## config.mk

```make
export PLATFORM = sky130hd
export DESIGN_NAME = move_arbiter
export DESIGN_NICKNAME = d
export VERILOG_FILES = /design/src/rtl/move_arbiter.sv
export SDC_FILE = /design/constraint.sdc
export NUM_CORES = 1
export LEC_CHECK = 0
export CORE_ASPECT_RATIO = 1.75
export CORE_UTILIZATION = 57
export DETAILED_ROUTE_END_ITERATION = 10
export PLACE_DENSITY = 0.86
export SLEW_MARGIN = 20
export SYNTH_ARGS = -nofsm -noshare
export SYNTH_HDL_FRONTEND = slang
export SYNTH_SLANG_ARGS = --single-unit
```

## constraint.sdc

```tcl
create_clock -name clk -period 5 [get_ports clk]
set_input_delay 1 -clock clk [delete_from_list [all_inputs] [get_ports clk]]
set_output_delay 1 -clock clk [all_outputs]
set_load 0.01 [all_outputs]
```

## src/rtl/move_arbiter.sv

```systemverilog
// move_arbiter: turns raw player buttons into one-shot cursor moves and cell placements for TicTacToe.
//   clk, rst (async, active-low)
//   btn_up/down/left/right/sel : synchronized level requests
//   occupied[8:0], game_active : board status, sampled at the grant edge
//   cursor_row/col/idx         : 3x3 cursor, idx = row*3+col
//   place_valid/idx/player     : one-cycle accepted-move pulse
//   turn, reject, ready        : next player, occupied-cell pulse, idle indicator
module move_arbiter #(
    parameter int LOCK_CYCLES = 52428800,
    parameter int CW          = 26
) (
    input  logic       clk,
    input  logic       rst,
    input  logic       btn_up,
    input  logic       btn_down,
    input  logic       btn_left,
    input  logic       btn_right,
    input  logic       btn_sel,
    input  logic [8:0] occupied,
    input  logic       game_active,
    output logic [1:0] cursor_row,
    output logic [1:0] cursor_col,
    output logic [3:0] cursor_idx,
    output logic       place_valid,
    output logic [3:0] place_idx,
    output logic       place_player,
    output logic       turn,
    output logic       reject,
    output logic       ready
);
    typedef enum logic [1:0] {IDLE, HELD, LOCK} state_t;
    localparam logic [CW-1:0] LAST = CW'(LOCK_CYCLES - 1);
    state_t        state_q, state_d;
    logic [CW-1:0] cnt_q, cnt_d;
    logic [1:0]    row_q, row_d, col_q, col_d;
    logic          turn_q, turn_d, pv_q, pv_d, pp_q, pp_d, rej_q, rej_d;
    logic [3:0]    pidx_q, pidx_d;
    logic          any;
    assign any        = btn_up | btn_down | btn_left | btn_right | btn_sel;
    assign cursor_row = row_q;
    assign cursor_col = col_q;
    assign cursor_idx = {2'b00, row_q} * 4'd3 + {2'b00, col_q};
    assign place_valid  = pv_q;
    assign place_idx    = pidx_q;
    assign place_player = pp_q;
    assign turn         = turn_q;
    assign reject       = rej_q;
    assign ready        = state_q == IDLE;
    always_comb begin
        state_d = state_q;
        cnt_d   = cnt_q;
        row_d   = row_q;
        col_d   = col_q;
        turn_d  = turn_q;
        pidx_d  = pidx_q;
        pp_d    = pp_q;
        pv_d    = 1'b0;
        rej_d   = 1'b0;
        case (state_q)
            IDLE: if (any) begin
                state_d = HELD;
                if (game_active) begin
                    if (btn_sel) begin
                        if (occupied[cursor_idx]) rej_d = 1'b1;
                        else begin
                            pv_d   = 1'b1;
                            pidx_d = cursor_idx;
                            pp_d   = turn_q;
                            turn_d = ~turn_q;
                        end
                    end
                    else if (btn_up)   row_d = row_q == 2'd0 ? 2'd2 : row_q - 2'd1;
                    else if (btn_down) row_d = row_q == 2'd2 ? 2'd0 : row_q + 2'd1;
                    else if (btn_left) col_d = col_q == 2'd0 ? 2'd2 : col_q - 2'd1;
                    else               col_d = col_q == 2'd2 ? 2'd0 : col_q + 2'd1;
                end
            end
            HELD: if (!any) begin
                state_d = LOCK;
                cnt_d   = '0;
            end
            default: begin
                // a new press restarts the whole lockout from the next release
                if (any) begin
                    state_d = HELD;
                    cnt_d   = '0;
                end
                else if (cnt_q == LAST) begin
                    state_d = IDLE;
                    cnt_d   = '0;
                end
                else cnt_d = cnt_q + 1'b1;
            end
        endcase
        if (!game_active) turn_d = 1'b0;
    end
    always_ff @(posedge clk or negedge rst) begin
        if (!rst) begin
            state_q <= IDLE;
            cnt_q   <= '0;
            row_q   <= 2'd1;
            col_q   <= 2'd1;
            turn_q  <= 1'b0;
            pv_q    <= 1'b0;
            pidx_q  <= 4'd0;
            pp_q    <= 1'b0;
            rej_q   <= 1'b0;
        end
        else begin
            state_q <= state_d;
            cnt_q   <= cnt_d;
            row_q   <= row_d;
            col_q   <= col_d;
            turn_q  <= turn_d;
            pv_q    <= pv_d;
            pidx_q  <= pidx_d;
            pp_q    <= pp_d;
            rej_q   <= rej_d;
        end
    end
endmodule

```

==> results.md <==
* H-tree lvl count at 2
* Critical path required time at 4.00 ns
* Core Region at 3900 um2
* Synth Area in Simple Gates at 0.236
* Max-slew violation count at 0
* I/O pin count at 34
* CP delay by family, top: adder cells
* Most frequent cells in the layout: dfrtp_1, nor2_1, clkdlybuf4s50_1
* Growth of design area from synthesis to finish at 19.8%
* Slew margin rel. at 0.420
* Die X-Extent at 50.4 um
* Clk root buf: clkbuf_8
* Pleak at 1.23 nW
* Cts repair resizes at 0
* # setup viols final at 0
* Crit Path Category: reg -> out
* Post-synthesis sequential area ratio at 0.429
* Via count at 1872
* CTS Hold Bufs at 0
* Post-route ant nets at 0
* Worst Clk Skew at 0.00540 ns
* Worst skew pair latency at 0.29 ns
* Fmax at 0.269 GHz
* Top FF cell, synth: dfrtp_1
* Seq. cell area at 1000 um2
* Synth Area in XOR/XNOR at 0.0861
* Placed cell count at 313
* Post-synthesis mux area share at 0.0652
* WP data arrival at 2.71 ns
* Final Util at 0.718
* Crit. Startpoint: cursor_row[0]
* Mapped cell area at 2340 um2
* Routed len/inst at 14.6 um
* Largest net degree at the start of global routing at 41
* Die area at 4380 um2
* Post-synth EDFFs at 0
* Synthesized flop and latch total at 40
* Synth warnings at 0
* Port bufs at 33
* Share of cells above drive strength 1 at 0.0916
* Largest family of logic cells by synthesized area: simple AND/OR/NAND/NOR gates
* Final hold vios at 0
* Adder-Cell Fraction of Synth Area at 0.0652
* Worst vdd ir at 236 uV
* Reg2reg start: cursor_row[0]
* Mapped Nets at 266
* Starting DRT DRC Count at 26
* Initial antenna violation count at 0
* Routed WL at 4680 um
* Final Cycle Share at 0.743
* Buf/Inv on CP at 1
* Crit-path max cell delay at 0.62 ns
* Crit path launch type: flop
* Grt total ovfl at 0
* CTS sink count at 40
* Non-Filler Instances at 321
* Hold Startpoint: place_idx[0]
* DPL Wire Length at 3460 um
* Post-CTS setup buffer count at 0
* Setup crit end kind: output pin
* CTS tree: built
* Vias/cell at 5.83
* Power per Cell Area at 280 nW/um2
* Fin nets at 300
* CP max FO at 7
* Min Clock Period, post-route at 3.71 ns
* Overall global routing resource usage at 0.244
* CTS Buffer Depth at 2
* Slew of the pin with the lowest slew margin at 0.870 ns
* Slowest cell on crit path: fa_1
* Fill cell total of the finished layout at 300
* Most common cell after layout, fill and taps aside: dfrtp_1
* Unique cell type count in the Yosys netlist at 44
* First-pass GRT wire length at 8170 um
* Final Wtd Congestion at 0.811
* Initial Utilization at 0.600
* Mapped Cells at 238
* CTS Buf Count at 5
* Asr flop ratio synth at 1.00
* Remaining DRCs at 0
* Vias in the first global route at 1954
* Area taken by multi-input logic gates at 1240 um2
* TNS Setup at 0 ns
* DIE HEIGHT at 86.8 um
* Clock slew at reported path FFs at 0.07 ns
* Syn_area_per_cell at 9.84 um2
* Diode count at 0
* Hold WC Path Type: reg -> reg
* DR pass1 iterations at 4
* Max Cap Viol at 0
* RSZ-0062 raised after global routing: no
* Post-synthesis compound-gate area fraction at 0.0791
* Status: finished, final reports clean
* Critical path's most frequent cell: fa_1
* Row cnt at 30
* Crit path cell chain: fa_1 -> ha_1 -> fa_1 -> clkdlybuf4s50_1
final timing paths:
kind / cells past startpoint / slack (ns) / endpoint
max: 4 / 1.29 / cursor_idx[2]
min: 1 / 0.50 / place_idx[0]
max reg2reg: 7 / 2.00 / place_player
min reg2reg: 1 / 0.50 / place_idx[0]
max in group asynchronous: 1 / 3.63 / place_idx[2]
min in group asynchronous: 1 / 0.82 / cnt_q[5]
sequential cells by signal, summed over array words and instances, names as in the netlist:
name,count
cnt_q,26
reject,1
turn,1
cursor_col,2
cursor_row,2
place_valid,1
place_player,1
state_q,2
place_idx,4
layout make-up:
cell class                 count  area share
sequential                    40       0.358
clock inverter                 1      0.0107
inverter                      12      0.0161
clock buffer                   7      0.0344
tap                           48      0.0214
timing repair buffer          33       0.116
multi-input combinational    180       0.444
stage by stage:
| stage | power (mW) | setup WS, ns | instance area, um2 | hold WS [ns] |
|---|---|---|---|---|
| after floorplan | 0.441 | 2.07 | 2340 | 0.481 |
| after global placement | 0.504 | 1.61 | 2680 | 0.482 |
| after detailed placement | 0.506 | 1.59 | 2680 | 0.485 |
| after CTS | 0.790 | 1.27 | 2800 | 0.503 |
| after global routing | 0.818 | 1.21 | 2800 | 0.524 |
| final | 0.785 | 1.29 | 2800 | 0.499 |
synthesized netlist by cell type, types with 2 or more instances:
cell type | n | area share
buf_6 | 3 | 0.014
nor2_2 | 2 | 0.0053
a21oi_1 | 4 | 0.0086
inv_1 | 12 | 0.019
and3_1 | 5 | 0.013
mux2_2 | 5 | 0.024
nor4b_1 | 3 | 0.011
dfstp_2 | 2 | 0.022
nor4_1 | 2 | 0.0053
dfrtp_1 | 38 | 0.41
a32o_1 | 2 | 0.0086
xor2_1 | 16 | 0.060
xnor2_1 | 7 | 0.026
nand3_1 | 15 | 0.032
fa_1 | 2 | 0.017
o211ai_1 | 2 | 0.0064
nor3_1 | 5 | 0.011
o21ai_0 | 8 | 0.017
nor3b_1 | 2 | 0.0064
mux2i_1 | 7 | 0.030
ha_1 | 9 | 0.048
nand4_1 | 12 | 0.032
nor2_1 | 37 | 0.059
nand2_1 | 17 | 0.027
buf_2 | 2 | 0.0043
layer usage:
metal,GRT usage,routed length (um),vias up
met5,0,0,-
met4,0.106,102,0
met3,0.0491,194,10
met2,0.475,2640,48
met1,0.238,1750,908
li1,-,-,906
cell families after synthesis:
kind of cell | after synthesis
AND/OR/NAND/NOR | 107
flip-flops | 40
AO/OA/AOI/OAI | 26
XOR/XNOR | 23
buffers and inverters | 18
multiplexers | 13
adder cells (fa/ha/maj) | 11
report_power, final:
part	leakage, nW	switching (mW)	internal, mW	total (mW)
Combinational	0.631	0.0801	0.0793	0.159
Sequential	0.532	0.00840	0.331	0.340
Clock	0.0645	0.110	0.176	0.286
Note: power is estimated with default switching activity, not from simulation.
